## src/rtl/add_pipe_pkg.sv

```systemverilog
// Shared constants and mode encoding for the add_pipe adder/subtractor pipeline.
package add_pipe_pkg;

   localparam int ADD_PIPE_MAX_STAGES = 8;
   localparam int ADD_PIPE_CNT_W      = 16;

   typedef enum logic {
      ADD_MODE = 1'b0,
      SUB_MODE = 1'b1
   } add_mode_e;

endpackage

```

## src/rtl/add_pipe_slice.sv

```systemverilog
// One valid/data register slice of the add_pipe pipeline.
module add_pipe_slice #(
   parameter int W = 5
) (
   input  logic         clk,
   input  logic         rst,
   input  logic         load,
   input  logic         drain,
   input  logic [W-1:0] d,
   output logic         valid,
   output logic [W-1:0] q
);

   // A load wins over a drain: the slice hands its beat on and refills in the same cycle.
   always_ff @(posedge clk or posedge rst) begin
      if (rst) begin
         valid <= 1'b0;
         q     <= '0;
      end else if (load) begin
         valid <= 1'b1;
         q     <= d;
      end else if (drain) begin
         valid <= 1'b0;
      end
   end

endmodule

```

## src/rtl/add_pipe.sv

```systemverilog
// Elastic STAGES-deep add/subtract pipeline with collapsing bubbles.
// Optional completed-result counter txn_count under `define ADD_PIPE_STATS_EN.
module add_pipe
   import add_pipe_pkg::*;
#(
   parameter int WIDTH  = 4,
   parameter int STAGES = 2
) (
   input  logic                      clk,
   input  logic                      rst,
   input  logic                      in_valid,
   output logic                      in_ready,
   input  logic [WIDTH-1:0]          a,
   input  logic [WIDTH-1:0]          b,
   input  logic                      sub,
   output logic                      out_valid,
   input  logic                      out_ready,
   output logic [WIDTH:0]            sum
`ifdef ADD_PIPE_STATS_EN
   ,
   output logic [ADD_PIPE_CNT_W-1:0] txn_count
`endif
);

   // Handshake: a beat moves on a cycle where valid && ready are both high at the
   // clock edge; valid never waits on ready, and ready is independent of valid.

   logic [STAGES-1:0] valid;
   logic [STAGES-1:0] advance;
   logic [WIDTH:0]    data [STAGES];

   // Walk from the output back toward the input: a slice may move when the slice
   // after it is empty or moving itself, which lets bubbles collapse.
   always_comb begin
      logic ok;
      advance = '0;
      ok      = out_ready;
      for (int i = STAGES - 1; i >= 0; i--) begin
         advance[i] = valid[i] && ok;
         ok         = !valid[i] || advance[i];
      end
      in_ready = ok;
   end

   for (genvar i = 0; i < STAGES; i++) begin : g_slice
      logic           load;
      logic [WIDTH:0] d;

      if (i == 0) begin : g_first
         assign load = in_valid && in_ready;
         assign d    = (add_mode_e'(sub) == SUB_MODE) ? ({1'b0, a} - {1'b0, b})
                                                      : ({1'b0, a} + {1'b0, b});
      end else begin : g_carry
         assign load = advance[i-1];
         assign d    = data[i-1];
      end

      add_pipe_slice #(
         .W(WIDTH + 1)
      ) u_slice (
         .clk  (clk),
         .rst  (rst),
         .load (load),
         .drain(advance[i]),
         .d    (d),
         .valid(valid[i]),
         .q    (data[i])
      );
   end

   assign out_valid = valid[STAGES-1];
   assign sum       = data[STAGES-1];

`ifdef ADD_PIPE_STATS_EN
   always_ff @(posedge clk or posedge rst) begin
      if (rst) begin
         txn_count <= '0;
      end else if (out_valid && out_ready) begin
         txn_count <= txn_count + ADD_PIPE_CNT_W'(1);
      end
   end
`endif

endmodule

```

## config.mk

```make
export PLATFORM = sky130hd
export DESIGN_NAME = add_pipe
export DESIGN_NICKNAME = d
export VERILOG_FILES = /design/src/rtl/add_pipe_pkg.sv /design/src/rtl/add_pipe_slice.sv /design/src/rtl/add_pipe.sv
export SDC_FILE = /design/constraint.sdc
export NUM_CORES = 1
export LEC_CHECK = 0
export ABC_AREA = 1
export CORE_UTILIZATION = 49
export DETAILED_ROUTE_END_ITERATION = 10
export GPL_ROUTABILITY_DRIVEN = 1
export PLACE_DENSITY = 0.81
export SYNTH_ARGS = -nofsm -noshare
export SYNTH_HDL_FRONTEND = slang
export SYNTH_SLANG_ARGS = --single-unit
```

## constraint.sdc

```tcl
create_clock -name clk -period 2.3 [get_ports clk]
set_clock_uncertainty 0.1 [all_clocks]
set_input_delay 0.23 -clock clk [delete_from_list [all_inputs] [get_ports clk]]
set_output_delay 0.23 -clock clk [all_outputs]
set_load 0.005 [all_outputs]
```

==> reports/qor.yml, run 1 <==
synth:
  synth_edf_count: 0
  synthFlopType: "dfrtp_1"
  synth_common_cells: "35 x nand2_1, 13 x inv_1, 12 x dfrtp_1"
  synth.distinct_cells: 16
  netlist_area_sq_um: 727
  postSynthCellCount: 94
  synth_area_leaders: "dfrtp_1 41%, nand2_1 18%, ha_1 8.6%, nand3_1 6.9%, inv_1 6.7%"
  synth_area_leader_cell: "dfrtp_1"
  yosysSeqAreaShare_pct: 41.3
  ys_warn_count: 0
  syn-num-nets: 113
  syn_avg_cell_area_sq_um: 7.73
  yosys.area.top_type_share_pct: 41.3
  async_flop_share_pct: 100
  ys_seq_elements: 12
  synth_most_common_cell: "nand2_1"
routing:
  drt_wl_total_mm: 1.34
  num_vias: 649
  drt_iter0_markers: 14
  wl_per_cell_um: 10.1
  drc: 0
  routed_via_density: 4.92
  firstDrtPassIters: 4
  ant_nets: 0
setup_path:
  slowest_delay_ns: 0.47
  cp_data_required_time_ns: 2.37
  cpMostUsedCell: "nand2_1"
  path_cells: "clkdlybuf4s50_1, inv_1, ha_1, a21oi_1, o21ai_0, nand2_1, ha_1, or2_2, nand2_1, nand2_1, nand3_1, nand2_1"
  path_max_fanout: 4
  start_kind: "input pin"
  critPathKind: "in -> reg"
  arrival_ns: 2.08
  cp-end-kind: "flop"
  slowest_stage: "clkdlybuf4s50_1"
die:
  die_area_sq_um: 1640
  io_pins: 20
  die_w_um: 40.5
  fp.dieH_um: 40.5
  start_util_pct: 54.5
  core_sq_um: 1330
  num_rows: 13
pwr:
  pwr-share-seq_pct: 42.2
  power.switching_uw: 214
  switching_share_pct: 30.1
  clkPwrFrac_pct: 23.4
  p_int_uw: 497
  p_leak_uw: 0.000507
  vdd_drop_max_v: 0.000339
  totalPowerFinal_uw: 711
  comb_power_share_pct: 34.4
  power.density_nw_per_um2: 731
placement:
  globalplace.congestion: 0.799
  dp.cells: 128
  dp_hpwl_mm: 1.10
  dpl_cell_area_sq_um: 936
  port_buffers: 19
flow_run:
  drv_cap: 0
global_routing:
  globalRouteOverflowTotal: 0
  track_usage_pct: 20.0
  grt_pass1_vias: 541
  grt_max_degree: 13
  grt_pass1_wl_mm: 2.10
  antenna_found_initial: 0
clock_network:
  postCtsSetupBuffers: 0
  hold_buffers: 0
  htreeDepth: 1
  worstSkewPairLatency_ns: 0.27
  cts_buffer_depth: 2
  ctsResizeCount: 0
  clockRootBuffer: "clkbuf_4"
  cts-buffers-inserted: 3
  cts_tree: "built"
  cts.clk_slew.worst_paths_ns: 0.08
  clock-sinks: 12
finish:
  final_util_pct: 72.9
  fin_nets: 137
  stdcell_count: 132
  area_delta_synth_final_pct: 33.7
  drive_above_1_share_pct: 8.55
  diodes: 0
  design_area_sq_um: 972
sta:
  worstMarginPinSlew_ns: 0.441
  fin_tns_setup_ns: 0
  finalSetupViolCount: 0
  relSlewSlack_pct: 70.6
  rsz0062_at_grt: "false"
  post-route-period-util_pct: 87.5
  slew_violations: 0
  final.min_clock_period_ns: 2.01
  hold_viol_final: 0
  max_freq_mhz: 497
worst_hold_path:
  timing.hold.worst.class: "in -> async"
outcome:
  run_status: "completed"
[logic make-up after synthesis]
| family | Yosys count | share of synthesized area (%) |
|---|---|---|
| and+or+nand+nor | 52 | 32.2 |
| buffers and inverters | 14 | 7.23 |
| DFF | 12 | 41.3 |
| AOI/OAI and AO/OA | 9 | 6.71 |
| adders and majority gates | 6 | 11.4 |
| xor gates and xnor gates | 1 | 1.21 |
[layout by cell type, fill, tap and decap left out]
cell,synthesis,routed
clkbuf_4,0,3
inv_2,1,1
nand3_1,10,10
o21ai_0,3,3
or2_2,2,2
nand2_4,1,1
inv_1,13,13
fa_1,1,1
dfrtp_1,12,12
o21ai_1,3,3
o21ai_2,1,1
nand2_1,35,35
ha_1,5,5
a21oi_1,2,2
clkbuf_8,0,1
nand3_4,1,1
clkdlybuf4s50_1,0,19
nor2_1,3,3
xnor2_1,1,1
[worst max-delay path: cells and delay by family]
family / cells / cell delay [ns]
adders and majority gates: 2 / 0.49
buffers and inverters: 2 / 0.53
AOI/OAI and AO/OA: 2 / 0.21
and+or+nand+nor: 6 / 0.62
[power by group through the flow]
stage | Clock, uW | Sequential (uW) | Combinational [uW]
global placement | 0 | 301 | 238
CTS | 173 | 301 | 248
finish | 166 | 300 | 245
floorplan | 0 | 303 | 124
detailed placement | 0 | 305 | 247
global route | 184 | 308 | 277
[final cells by class]
type,count,area [sq um]
timing repair buffer,19,190
inverter,14,52.6
sequential,12,300
clock buffer,4,36.3
multi-input combinational,68,374
fill,104,362
tap,15,18.8
[registers in the layout, indices dropped and copies added, names as in the netlist]
register	flops
g_slice.u_slice.valid	2
g_slice.u_slice.q	10
[path summary, 6_finish.rpt]
check                      cells after the start                      from  slack, ns                 endpoint
max                                           12                      b[0]       0.29  g_slice[0].u_slice.q[3]
min                                            2                       rst       0.16  g_slice[1].u_slice.q[4]
max reg2reg                                    4  g_slice[1].u_slice.valid       1.15  g_slice[1].u_slice.q[1]
min reg2reg                                    2   g_slice[1].u_slice.q[0]       0.37  g_slice[1].u_slice.q[0]
max in group asynchronous                      2                       rst       1.64  g_slice[1].u_slice.q[2]
min in group clk                               2   g_slice[1].u_slice.q[0]       0.37  g_slice[1].u_slice.q[0]
[through the flow]
| step | worst slack (ns) | hold slack [ns] |
|---|---|---|
| 4_1_cts | 0.283 | 0.167 |
| 2_1_floorplan | 0.573 | -0.00530 |
| 6_report | 0.287 | 0.156 |
| 3_3_place_gp | 0.0143 | 0.354 |
| 3_5_place_dp | -0.0124 | 0.358 |
| 5_1_grt | 0.154 | 0.209 |
[layer usage]
metal | track usage [%] | part of all wire, %
met4 | 14.2 | 3.8
met5 | 0 | 0
met1 | 23.4 | 46
met2 | 31.0 | 46
met3 | 5.56 | 4.6
Power figures use the tool's default switching activity.
==> inputs of run 2 (changes only) <==
--- a/config.mk
+++ b/config.mk
@@ -7,6 +7,7 @@
 export LEC_CHECK = 0
 export ABC_AREA = 1
 export CORE_UTILIZATION = 49
+export CTS_BUF_LIST = sky130_fd_sc_hd__clkbuf_4 sky130_fd_sc_hd__clkbuf_8 sky130_fd_sc_hd__clkbuf_16
 export DETAILED_ROUTE_END_ITERATION = 10
 export GPL_ROUTABILITY_DRIVEN = 1
 export PLACE_DENSITY = 0.81
==> results of run 2 <==
Final layout, timing and power as in run 1 (identical DEF).
==> inputs of run 3 (changes only) <==
--- a/config.mk
+++ b/config.mk
@@ -7,9 +7,10 @@
 export LEC_CHECK = 0
 export ABC_AREA = 1
 export CORE_UTILIZATION = 49
-export CTS_BUF_LIST = sky130_fd_sc_hd__clkbuf_4 sky130_fd_sc_hd__clkbuf_8 sky130_fd_sc_hd__clkbuf_16
+export CTS_BUF_LIST = sky130_fd_sc_hd__clkbuf_8 sky130_fd_sc_hd__clkbuf_16
 export DETAILED_ROUTE_END_ITERATION = 10
 export GPL_ROUTABILITY_DRIVEN = 1
+export MAX_ROUTING_LAYER = met4
 export PLACE_DENSITY = 0.81
 export SYNTH_ARGS = -nofsm -noshare
 export SYNTH_HDL_FRONTEND = slang
==> reports/qor.yml, run 3 (same netlist as run 1, synthesis figures left out) <==
outcome:
  run_status: "completed"
routing:
  num_vias: 647  # -0.31%
  drc: 0  # unchanged
  firstDrtPassIters: 4  # unchanged
  ant_nets: 0  # unchanged
  routed_via_density: 4.90  # -0.31%
  drt_wl_total_mm: 1.34  # about the same
  wl_per_cell_um: 10.1  # about the same
  drt_iter0_markers: 9  # -5
pwr:
  switching_share_pct: 28.5  # -1.6 points
  pwr-share-seq_pct: 38.9  # -3.3 points
  totalPowerFinal_uw: 773  # +8.7%
  power.switching_uw: 220  # +2.8%
  p_int_uw: 553  # +11%
  clkPwrFrac_pct: 29.5  # +6.1 points
  vdd_drop_max_v: 0.000429  # +26%
  comb_power_share_pct: 31.7  # -2.7 points
  power.density_nw_per_um2: 780  # +6.6%
  p_leak_uw: 0.000515  # +1.5%
clock_network:
  clock-sinks: 12  # unchanged
  cts-buffers-inserted: 3  # unchanged
  cts.clk_slew.worst_paths_ns: 0.05  # -0.03 ns
  hold_buffers: 0  # unchanged
  clockRootBuffer: "clkbuf_8"
  ctsResizeCount: 0  # unchanged
  postCtsSetupBuffers: 0  # unchanged
  htreeDepth: 1  # unchanged
  cts_tree: "built"
  worstSkewPairLatency_ns: 0.24  # -0.03 ns
  cts_buffer_depth: 2  # unchanged
finish:
  multi_input_area_sq_um: 374  # unchanged
  reg_top3: "g_slice.u_slice.q: 10 flops, g_slice.u_slice.valid: 2 flops"
  mostFrequentLayoutCell: "nand2_1"
  fin_nets: 137  # unchanged
  largest_reg_flops: 10  # unchanged
  area_delta_synth_final_pct: 36.3
  final_cell_mix: "35 x nand2_1, 19 x clkdlybuf4s50_1, 13 x inv_1, 12 x dfrtp_1, 10 x nand3_1"
  regArea_sq_um: 300  # unchanged
  regMostFlops: "g_slice.u_slice.q"
  diodes: 0  # unchanged
  drive_above_1_share_pct: 8.55  # unchanged
  fillers: 100  # -3.8%
setup_path:
  arrival_ns: 2.08  # about the same
  cp-end-kind: "flop"
  cp_data_required_time_ns: 2.33  # -0.04 ns
  slowest_stage: "clkdlybuf4s50_1"
  start_kind: "input pin"
  path_cells: "clkdlybuf4s50_1, inv_1, ha_1, a21oi_1, o21ai_0, nand2_1, ha_1, or2_2, nand2_1, nand2_1, nand3_1, nand2_1"
  critPathKind: "in -> reg"
  cpMostUsedCell: "nand2_1"
  path_max_fanout: 4  # unchanged
  slowest_delay_ns: 0.47  # about the same
global_routing:
  antenna_found_initial: 0  # unchanged
  grt_most_used_layer: "met2"
  use_met2_pct: 31.0  # unchanged
  grt_pass1_vias: 533  # -1.5%
  met1_usage_pct: 23.1  # -0.33 points
  track_usage_pct: 20.4  # +0.45 points
  globalRouteOverflowTotal: 0  # unchanged
  grt_pass1_wl_mm: 2.06  # -1.6%
  grtUsageMet3_pct: 5.56  # unchanged
  grt_max_degree: 13  # unchanged
die:
  num_rows: 13  # unchanged
  core_sq_um: 1330  # unchanged
  fp.dieH_um: 40.5  # unchanged
  die_area_sq_um: 1640  # unchanged
  start_util_pct: 54.5  # unchanged
  die_w_um: 40.5  # unchanged
  io_pins: 20  # unchanged
placement:
  port_buffers: 19  # unchanged
  globalplace.congestion: 0.810  # +1.4%
  dp_hpwl_mm: 1.10  # unchanged
sta:
  hold_viol_final: 0  # unchanged
  whs_ns: 0.205  # +0.0488 ns
  max_freq_mhz: 488  # -1.8%
  final.min_clock_period_ns: 2.05  # +0.0368 ns
  relSlewSlack_pct: 68.8  # -1.8 points
  finalSetupViolCount: 0  # unchanged
  worstMarginPinSlew_ns: 0.468  # +0.0270 ns
  post-route-period-util_pct: 89.1  # +1.6 points
  slew_violations: 0  # unchanged
  rsz0062_at_grt: "false"
worst_hold_path:
  timing.hold.worst.class: "in -> async"
flow_run:
  drv_cap: 0  # unchanged
-- run 3: critical path: cells and delay by family --
| kind | cells | cell delay (ns) |
|---|---|---|
| AOI/OAI and AO/OA | 2 | 0.21 |
| and+or+nand+nor | 6 | 0.62 |
| adders and majority gates | 2 | 0.49 |
| buffers and inverters | 2 | 0.53 |
-- run 3: cell type report --
cell class                      instances  share of cell area, %
Inverter                               14                   5.30
Sequential cell                        12                   30.3
Tap cell                               15                   1.89
Multi-Input combinational cell         68                   37.8
Timing Repair Buffer                   19                   19.2
Clock buffer                            4                   5.56
-- run 3: power by group through the flow --
stage          clock network [uW]  registers (uW)  logic [uW]
6_report                      228             300         245
5_1_grt                       244             308         277
4_1_cts                       233             301         248
3_5_place_dp                    0             305         247
3_3_place_gp                    0             301         238
2_1_floorplan                   0             303         124
-- run 3: worst paths after layout --
path / start / end / slack, ns / cells after the start
setup reg to reg: g_slice[1].u_slice.valid / g_slice[1].u_slice.q[1] / 1.16 / 4
min in group clk: g_slice[1].u_slice.q[0] / g_slice[1].u_slice.q[0] / 0.37 / 2
setup / recovery: b[0] / g_slice[0].u_slice.q[3] / 0.25 / 12
hold reg to reg: g_slice[1].u_slice.q[0] / g_slice[1].u_slice.q[0] / 0.37 / 2
hold / removal: rst / g_slice[0].u_slice.q[3] / 0.20 / 2
max in group asynchronous: rst / g_slice[0].u_slice.q[0] / 1.58 / 2
-- run 3: metrics by stage --
step	instance area, sq um	util [%]	TNS (ns)	setup slack (ns)	instances
floorplan	727	-	0	0.573	94
global placement	936	70.2	0	0.0143	128
detailed placement	936	70.2	-0.0124	-0.0124	128
CTS	991	74.3	0	0.241	132
global route	991	74.3	0	0.106	132
finish	991	74.3	0	0.251	132
-- run 3: layer usage --
metal / share of wire [%] / vias to the layer above
met3: 5.2 / 6
li1: - / 342
met4: 3.8 / 0
met5: 0 / -
met1: 46 / 272
met2: 45 / 27
